<file path="src/rtl/seg7_scan_ctrl.sv">
// seg7_scan_ctrl -- time-multiplexed 7-segment scan controller.
//
// Scans NUM_DIGITS digits that share one segment bus. Each digit owns a slot
// of CLK_DIV clock cycles. A slot opens with BLANK_CYCLES dead cycles during
// which no enable is active, so the previous digit's segments cannot ghost
// onto the next digit. The digit is then lit for a brightness-dependent
// fraction of the remaining ACTIVE cycles. New content is loaded into shadow
// registers and copied to the display registers only at a frame boundary,
// so a frame is never torn.
//
// Ports:
//   clk         system clock
//   rst_n       asynchronous active-low reset
//   glyph       5-bit glyph code per digit, digit i at [5i+4:5i]
//               (0..15 hex, 16 blank, 17 dash, 18..31 blank)
//   dp          decimal point per digit
//   digit_mask  1 = digit lit
//   brightness  duty level 0..15 (15 = whole active window)
//   load        one-cycle strobe capturing glyph/dp/digit_mask/brightness
//   seg_en      one-hot digit enable (active-low when EN_ACTIVE_LOW=1)
//   seg_out     segments {a,b,c,d,e,f,g,dp} (active-low when SEG_ACTIVE_LOW=1)
//   frame_done  one-cycle pulse after the last slot of each frame
module seg7_scan_ctrl #(
    parameter int NUM_DIGITS     = 8,
    parameter int CLK_DIV        = 100000,
    parameter int BLANK_CYCLES   = 1000,
    parameter int EN_ACTIVE_LOW  = 0,
    parameter int SEG_ACTIVE_LOW = 0
) (
    input  logic                    clk,
    input  logic                    rst_n,
    input  logic [5*NUM_DIGITS-1:0] glyph,
    input  logic [NUM_DIGITS-1:0]   dp,
    input  logic [NUM_DIGITS-1:0]   digit_mask,
    input  logic [3:0]              brightness,
    input  logic                    load,
    output logic [NUM_DIGITS-1:0]   seg_en,
    output logic [7:0]              seg_out,
    output logic                    frame_done
);

    localparam int CNT_W  = $clog2(CLK_DIV);
    localparam int IDX_W  = (NUM_DIGITS > 1) ? $clog2(NUM_DIGITS) : 1;
    // Wide enough for ACTIVE*(brightness+1) without losing the top bits.
    localparam int W      = CNT_W + 6;
    localparam int ACTIVE = CLK_DIV - BLANK_CYCLES;

    localparam logic [W-1:0] ACTIVE_W = W'(ACTIVE);
    localparam logic [W-1:0] BLANK_W  = W'(BLANK_CYCLES);

    // Active-high segment pattern for a glyph code; dp is OR-ed in separately.
    function automatic logic [7:0] decode_glyph(input logic [4:0] g);
        logic [7:0] s;
        case (g)
            5'd0:    s = 8'hFC;
            5'd1:    s = 8'h60;
            5'd2:    s = 8'hDA;
            5'd3:    s = 8'hF2;
            5'd4:    s = 8'h66;
            5'd5:    s = 8'hB6;
            5'd6:    s = 8'hBE;
            5'd7:    s = 8'hE0;
            5'd8:    s = 8'hFE;
            5'd9:    s = 8'hF6;
            5'd10:   s = 8'hEE;
            5'd11:   s = 8'h3E;
            5'd12:   s = 8'h9C;
            5'd13:   s = 8'h7A;
            5'd14:   s = 8'h9E;
            5'd15:   s = 8'h8E;
            5'd17:   s = 8'h02;
            default: s = 8'h00;
        endcase
        return s;
    endfunction

    // Scan counters
    logic [CNT_W-1:0] slot_cnt_q, slot_cnt_d;
    logic [IDX_W-1:0] digit_idx_q, digit_idx_d;

    // Display registers (what is being shown this frame)
    logic [5*NUM_DIGITS-1:0] disp_glyph_q, disp_glyph_d;
    logic [NUM_DIGITS-1:0]   disp_dp_q, disp_dp_d;
    logic [NUM_DIGITS-1:0]   disp_mask_q, disp_mask_d;
    logic [3:0]              disp_bright_q, disp_bright_d;

    // Shadow registers (next frame's content); only meaningful while pending_q
    logic [5*NUM_DIGITS-1:0] sh_glyph_q, sh_glyph_d;
    logic [NUM_DIGITS-1:0]   sh_dp_q, sh_dp_d;
    logic [NUM_DIGITS-1:0]   sh_mask_q, sh_mask_d;
    logic [3:0]              sh_bright_q, sh_bright_d;
    logic                    pending_q, pending_d;

    // Registered outputs, active-high before polarity inversion
    logic [NUM_DIGITS-1:0] seg_en_q, seg_en_d;
    logic [7:0]            seg_out_q, seg_out_d;
    logic                  frame_done_q, frame_done_d;

    logic                  slot_wrap, idx_wrap, frame_end;
    logic [4:0]            cur_glyph;
    logic                  cur_dp, cur_mask;
    logic [NUM_DIGITS-1:0] digit_onehot;
    logic [W-1:0]          on_prod, on_len, slot_ext, window_end;
    logic                  lit;

    // Counter stage
    always_comb begin
        slot_wrap   = (slot_cnt_q == CNT_W'(CLK_DIV - 1));
        idx_wrap    = (digit_idx_q == IDX_W'(NUM_DIGITS - 1));
        frame_end   = slot_wrap && idx_wrap;
        slot_cnt_d  = slot_wrap ? '0 : slot_cnt_q + 1'b1;
        digit_idx_d = digit_idx_q;
        if (slot_wrap) begin
            digit_idx_d = idx_wrap ? '0 : digit_idx_q + 1'b1;
        end
    end

    // Double-buffer control: a load at the boundary itself bypasses the shadow.
    always_comb begin
        disp_glyph_d  = disp_glyph_q;
        disp_dp_d     = disp_dp_q;
        disp_mask_d   = disp_mask_q;
        disp_bright_d = disp_bright_q;
        sh_glyph_d    = sh_glyph_q;
        sh_dp_d       = sh_dp_q;
        sh_mask_d     = sh_mask_q;
        sh_bright_d   = sh_bright_q;
        pending_d     = pending_q;
        if (frame_end) begin
            if (load) begin
                disp_glyph_d  = glyph;
                disp_dp_d     = dp;
                disp_mask_d   = digit_mask;
                disp_bright_d = brightness;
            end else if (pending_q) begin
                disp_glyph_d  = sh_glyph_q;
                disp_dp_d     = sh_dp_q;
                disp_mask_d   = sh_mask_q;
                disp_bright_d = sh_bright_q;
            end
            pending_d = 1'b0;
        end else if (load) begin
            sh_glyph_d  = glyph;
            sh_dp_d     = dp;
            sh_mask_d   = digit_mask;
            sh_bright_d = brightness;
            pending_d   = 1'b1;
        end
    end

    // Current digit selection
    always_comb begin
        cur_glyph    = 5'd16;
        cur_dp       = 1'b0;
        cur_mask     = 1'b0;
        digit_onehot = '0;
        for (int i = 0; i < NUM_DIGITS; i++) begin
            if (digit_idx_q == IDX_W'(i)) begin
                cur_glyph       = disp_glyph_q[5*i +: 5];
                cur_dp          = disp_dp_q[i];
                cur_mask        = disp_mask_q[i];
                digit_onehot[i] = 1'b1;
            end
        end
    end

    // Brightness window and output decode
    always_comb begin
        on_prod    = ACTIVE_W * (W'(disp_bright_q) + W'(1));
        on_len     = on_prod >> 4;
        slot_ext   = W'(slot_cnt_q);
        window_end = BLANK_W + on_len;
        lit        = cur_mask && (slot_ext >= BLANK_W) && (slot_ext < window_end);
        seg_en_d     = lit ? digit_onehot : '0;
        seg_out_d    = lit ? (decode_glyph(cur_glyph) | {7'b0, cur_dp}) : 8'h00;
        frame_done_d = frame_end;
    end

    always_ff @(posedge clk or negedge rst_n) begin
        if (!rst_n) begin
            slot_cnt_q    <= '0;
            digit_idx_q   <= '0;
            disp_glyph_q  <= {NUM_DIGITS{5'd16}};
            disp_dp_q     <= '0;
            disp_mask_q   <= '0;
            disp_bright_q <= 4'd15;
            pending_q     <= 1'b0;
            seg_en_q      <= '0;
            seg_out_q     <= 8'h00;
            frame_done_q  <= 1'b0;
        end else begin
            slot_cnt_q    <= slot_cnt_d;
            digit_idx_q   <= digit_idx_d;
            disp_glyph_q  <= disp_glyph_d;
            disp_dp_q     <= disp_dp_d;
            disp_mask_q   <= disp_mask_d;
            disp_bright_q <= disp_bright_d;
            pending_q     <= pending_d;
            seg_en_q      <= seg_en_d;
            seg_out_q     <= seg_out_d;
            frame_done_q  <= frame_done_d;
        end
    end

    // Shadow data is qualified by pending_q, so it needs no reset.
    always_ff @(posedge clk) begin
        sh_glyph_q  <= sh_glyph_d;
        sh_dp_q     <= sh_dp_d;
        sh_mask_q   <= sh_mask_d;
        sh_bright_q <= sh_bright_d;
    end

    // Polarity stage: pure inversion after the flops, so reset = inactive level.
    assign seg_en     = (EN_ACTIVE_LOW != 0)  ? ~seg_en_q  : seg_en_q;
    assign seg_out    = (SEG_ACTIVE_LOW != 0) ? ~seg_out_q : seg_out_q;
    assign frame_done = frame_done_q;

endmodule

</file>
<file path="config.mk">
export PLATFORM = sky130hd
export DESIGN_NAME = seg7_scan_ctrl
export DESIGN_NICKNAME = d
export VERILOG_FILES = /design/src/rtl/seg7_scan_ctrl.sv
export SDC_FILE = /design/constraint.sdc
export NUM_CORES = 1
export LEC_CHECK = 0
export ABC_AREA = 0
export CELL_PAD_IN_SITES_DETAIL_PLACEMENT = 2
export CELL_PAD_IN_SITES_GLOBAL_PLACEMENT = 2
export CORE_UTILIZATION = 41
export DETAILED_ROUTE_END_ITERATION = 12
export PLACE_DENSITY = 0.95
export SYNTH_ARGS = -nofsm -noshare
export SYNTH_HDL_FRONTEND = slang
export SYNTH_SLANG_ARGS = --single-unit
export TNS_END_PERCENT = 1
</file>
<file path="constraint.sdc">
create_clock -name clk -period 10.55 [get_ports clk]
set_input_delay 1.055 -clock clk [delete_from_list [all_inputs] [get_ports clk]]
set_output_delay 1.055 -clock clk [all_outputs]
set_load 0.05 [all_outputs]
</file>
-- Word level (Yosys, flattened, before mapping)
Memories as Yosys holds them, arrays and structs flattened.
Cells that the tools add are included.
- bits in registers: 158
- bits in read-only memories: 224
- bits of input ports: 63
- memories: 1
- $add $sub $neg: 4
- multiply operators: 1
- order comparisons: 2
- eq/ne operators: 8
- mux-type cells: 46
- bitwise operators: 2
- reduce and logical (&&, ||, !) cells: 8
- memory list (name ; words ; width ; read ports ; clocked after memory_dff ; wr ports ; line ; RTL):
    (no name shown) ; 32 ; 7 ; 1 ; 0 ; 0 ; 54 ; case (g)
- operators with widths (operator ; count):
    2-to-1 mux 40 bit ; 2
    2-to-1 mux 8 bit ; 6
    2-to-1 mux 5 bit ; 8
    2-to-1 mux 1 bit ; 26
    adder 10 x 18 -> 19 bit, first input constant ; 1
    < comparator 17 x 19 -> 1 bit ; 1
    multiplier 14 x 5 -> 19 bit, first input constant ; 1
    adder 17 x 1 -> 17 bit, second input constant ; 1
    == test 17 bit, second input constant ; 1
    >= comparator 17 x 10 -> 1 bit, second input constant ; 1
    2-to-1 mux 17 bit ; 1
    == test 3 bit, second input constant ; 4
    2-to-1 mux 4 bit ; 2
    OR 8 x 1 -> 8 bit ; 1
    == test 3 x 2 -> 1 bit, second input constant ; 2
    adder 4 x 1 -> 5 bit, second input constant ; 1
    AND reduction 2 bit ; 2
    nonzero test 2 bit ; 2
    adder 3 x 1 -> 3 bit, second input constant ; 1
    == test 3 x 1 -> 1 bit, second input constant ; 1
    logical AND 1 bit ; 3
    zero test 3 bit ; 1
    2-to-1 mux 3 bit ; 1
    NOT 1 bit ; 1

-- Depth between registers and ports, before layout
- word-level depth: 12
- depth in mapped cells: 26
- mapped depth without buffers: 24

-- Worst setup path before layout
Ideal clock, no wire load.
- path type: reg2reg
- start point: register disp_bright_q[0]
- end point: register seg_out_q[4] (netlist: seg_out[4])
- arrival time: 6.097 ns
- required time: 10.410 ns
- setup slack: 4.313 ns
- cell stages (with the launch flop): 24
- buffers on the path: 2
- period minus slack after synthesis: 6.237 ns
- cell sequence: dfstp_2 > buf_6 > nand3_1 > xnor2_1 > fa_1 > inv_1 > ha_1 > inv_1 > fa_1 > inv_1 > ha_1 > o21a_1 > or3_1 > a22oi_2 > nand2b_1 > o41ai_2 > nand2_1 > xnor2_1 > ha_1 > nand4_1 > o211a_1 > a222oi_1 > buf_6 > nor4_1
- longest elaborated chain between the ends: 6
- RTL lines (item ; line ; RTL):
    start: declaration ; 85 ; logic [3:0] disp_bright_q, disp_bright_d;
    start signal: assignment ; 197 ; disp_bright_q <= disp_bright_d;
    adder 4 x 1 -> 5 bit ; 169 ; on_prod = ACTIVE_W * (W'(disp_bright_q) + W'(1));
    multiplier 14 x 5 -> 19 bit ; 169 ;
    adder 10 x 18 -> 19 bit ; 172 ; window_end = BLANK_W + on_len;
    < comparator 17 x 19 -> 1 bit ; 173 ; lit = cur_mask && (slot_ext >= BLANK_W) && (slot_ext < window_end);
    logical AND 1 bit ; 173 ;
    2-to-1 mux 8 bit ; 175 ; seg_out_d = lit ? (decode_glyph(cur_glyph) | {7'b0, cur_dp}) : 8'h00;
    via seg_out_d[4] ; 96 ; logic [7:0] seg_out_q, seg_out_d;
    end signal: assignment ; 200 ; seg_out_q <= seg_out_d;
    end: declaration ; 96 ;
The timed path passes the listed nets, and every way through them passes these cells.
A chain may end at the register's enable or synchronous reset.

-- Worst setup path in the final report
- start point: register disp_bright_q[0]
- end point: register seg_en_q[1] (netlist: seg_en[1])
- longest elaborated chain between the ends: 6
- RTL lines (item ; line ; RTL):
    adder 4 x 1 -> 5 bit ; 169 ;
    multiplier 14 x 5 -> 19 bit ; 169 ;
    adder 10 x 18 -> 19 bit ; 172 ;
    < comparator 17 x 19 -> 1 bit ; 173 ;
    logical AND 1 bit ; 173 ;
    2-to-1 mux 8 bit ; 174 ; seg_en_d = lit ? digit_onehot : '0;
    via seg_en_d[1] ; 95 ; logic [NUM_DIGITS-1:0] seg_en_q, seg_en_d;
    end signal: assignment ; 199 ; seg_en_q <= seg_en_d;
    end: declaration ; 95 ;
The timed path passes the listed nets, and every way through them passes these cells.

==> flow_summary.toml <==
[detailed_routing]
dr.first_iter.drc_count = 393
vias_per_cell = 6.07
drt-total-wl_mm = 33.2
drt-wirelength-per-cell_um = 27.7
drc = 0
dr.pass1.iters = 4
postRouteAntennaNets = 0
vias = 7266

[logic_synthesis]
synth_nets = 976
ys_seq_area_share_pct = 48.0
synthArstFlopShare_pct = 62.0
netlist_area_um2 = 8880
synth_cells = 846
yosys_most_used_dff = "dfrtp_1"
yosys_warnings = 0
synth_edf_count = 60
synth_seq_cells = 158
synth_cell_type_count = 71
syn_avg_cell_area_um2 = 10.5

[sta]
rsz0062_at_grt = "no"
clock_skew_ns = 0.0121
setup_viol = 0
max_freq_ghz = 0.130
worst_pin_slew_ns = 1.27
report.final.slew_viol_count = 0
hold_ws_ns = 0.506
final_hold_viol_count = 0
fin_setup_tns_ns = 0
relSlewSlack_pct = 15.2
period_share_pct = 73.1
period_needed_ns = 7.71

[power]
finalPower_mw = 1.51
leakagePower_nw = 4.50
peakVddDrop_mv = 0.127
p_per_area_nw_per_um2 = 144

[clock_tree]
clock_sink_count = 158
postCtsSetupRepairBufs = 0
htreeDepth = 4
clock_latency_ns = 0.45
ctsResizeCount = 0
clockBufferDepth = 2
cts_tree = "built"
root_buffer = "clkbuf_16"
clk_pin_slew_ns = 0.07
cts_inserted_buffers = 17
cts_hold_buf = 0

[die]
start_util_pct = 42.0
design.core.area_um2 = 21200
io_pins = 80
dieArea_um2 = 22300
row_count = 53
die_w_um = 149
die_h_um = 149

[setup_path]
crit_slowest_cell = "xnor2_1"
end_kind = "flop"
worst-endpoint-arrival_ns = 7.98
cp_slowest_stage_delay_ns = 0.77
path_class = "reg2reg"
cp.required_ns = 10.83
r2r.worst_path.cells = 23
worstPathCellList = "nand3_1 -> xnor2_1 -> fa_1 -> inv_1 -> fa_1 -> fa_1 -> inv_1 -> ha_1 -> nand2_1 -> nor3_4 -> mux2i_1 -> or2_2 -> o41ai_2 -> nand2_1 -> xnor2_1 -> ha_1 -> a21oi_1 -> nor2b_1 -> o21ai_0 -> o211a_1 -> a222oi_1 -> buf_4 -> nor4b_1"
crit_fanout = 16
crit_top_cell = "fa_1"
crit_path_start_kind = "flop"

[placed_design]
dp.final_hpwl_mm = 20.6
io_buffers = 79
gp_congestion = 0.884

[cells_and_area]
drive_gt1_share_pct = 7.15
nets = 1040
postLayoutCoreUtil_pct = 49.4
antenna_cells = 0
syn_to_final_growth_pct = 17.7

[global_route]
grt-ovfl-total = 0
grt_pass1_vias = 8250
antenna_found_initial = 0
grt_max_degree = 121
grt_pass1_wl_mm = 51.4
grt_use_total_pct = 31.3

[min_path]
worstHoldPathCells = 2
min_path_type = "reg2reg"

[run]
maxCapViolCount = 0

[status]
status = "finished clean"
cells in the final DEF, fill, tap and decap left out, types with 4 or more instances in the layout:
cell	n
dfstp_2	12
nand2_1	103
clkdlybuf4s50_1	77
nor2_1	39
a21o_1	7
o21a_1	8
and2_1	6
a21oi_1	22
o2111ai_1	4
nor2b_1	7
mux2i_1	67
nor4_1	11
o211ai_1	7
fa_1	6
nand4_1	7
clkbuf_16	17
edfxtp_1	60
dfrtp_1	86
xnor2_1	19
nand2b_1	12
a31oi_1	4
o21ai_0	96
inv_6	5
o221ai_1	5
nand3_1	17
buf_4	8
and3_1	6
ha_1	61
xor2_1	14
or3_1	11
nor3_1	17
inv_1	34
Yosys cell counts (all sizes together) (8+ instances only):
cell    instances  share of area, %
dfstp          12               3.5
o21ai         100               5.7
nor3           18               1.1
xnor2          19               1.9
inv            34               1.4
ha             61               8.6
edfxtp         60                20
nand2         103               4.4
nand3          17              0.96
clkbuf         34               1.4
nor4           12              0.84
xor2           14               1.4
nand2b         12              0.84
a21oi          22               1.2
nor2           39               1.6
or3            12              0.84
nor2b           8              0.56
dfrtp          86                24
o21a            8              0.68
mux2i          67               7.5
cells by family (layout without fill, tap and decap cells):
kind of cell / after synthesis / after routing / synth area share (%)
xor+xnor: 33 / 33 / 3.25
mux: 67 / 67 / 7.55
compound gates: 189 / 189 / 13.5
simple gates: 258 / 258 / 14.2
flops: 158 / 158 / 48.0
fa+ha+maj: 67 / 67 / 9.94
buf+inv: 74 / 151 / 3.48
layout make-up:
cell class	instances	area [µm²]
inverter	34	128
clock inverter	12	101
timing repair buffer	85	831
sequential	158	4270
tap	275	344
multi-input combinational	614	4330
clock buffer	20	457
fill	2090	10700
stage by stage:
step                      area [µm²]  setup WS, ns  instances
final                          10500          2.84       1198
after global routing           10500          2.42       1198
after CTS                      10500          2.87       1198
after detailed placement        9900          3.44       1166
after global placement          9900          4.12       1166
after floorplan                 8880          4.31        846
routing by layer:
| metal | wire length (µm) | up-vias | share of wire, % | global-route usage, % |
|---|---|---|---|---|
| met3 | 1160 | 94 | 3.5 | 4.95 |
| li1 | - | 3184 | - | - |
| met4 | 1500 | 0 | 4.5 | 15.8 |
| met1 | 13500 | 3753 | 41 | 37.6 |
| met2 | 17000 | 235 | 51 | 54.2 |
| met5 | 0 | - | 0 | 0 |
critical path, delay by kind of cell, from the launching register on:
kind / cells / cell delay (ns)
multiplexers: 1 / 0.15
XOR/XNOR: 2 / 1.01
flip-flops: 1 / 0.71
buffers and inverters: 3 / 0.36
adder cells (fa/ha/maj): 5 / 2.06
AND/OR/NAND/NOR: 7 / 1.99
AO/OA/AOI/OAI: 5 / 1.25
registers in the layout, indices dropped and copies added (netlist names):
register       cells
digit_idx_q        3
disp_bright_q      4
disp_dp_q          8
disp_glyph_q      40
disp_mask_q        8
frame_done         1
pending_q          1
seg_en             8
seg_out            8
sh_bright_q        4
sh_dp_q            8
sh_glyph_q        40
sh_mask_q          8
slot_cnt_q        17
path summary, 6_finish.rpt:
| kind | slack, ns | endpoint | startpoint |
|---|---|---|---|
| worst max-delay path | 2.84 | seg_en[1] | disp_bright_q[0] |
| worst min-delay path | 0.51 | disp_glyph_q[9] | disp_glyph_q[9] |
| min in group asynchronous | 0.64 | disp_glyph_q[33] | rst_n |
| worst max register to register | 2.84 | seg_en[1] | disp_bright_q[0] |
| max in group asynchronous | 8.71 | disp_dp_q[4] | rst_n |
| worst min register to register | 0.51 | disp_glyph_q[9] | disp_glyph_q[9] |
power breakdown:
group	total [mW]	leakage [nW]	switching [mW]	internal (mW)
Combinational	0.217	2.36	0.131	0.0859
Clock	0.609	0.270	0.289	0.320
Sequential	0.685	1.87	0.0154	0.669
Total	1.51	4.50	0.436	1.08
(Power assumes the default switching activity.)
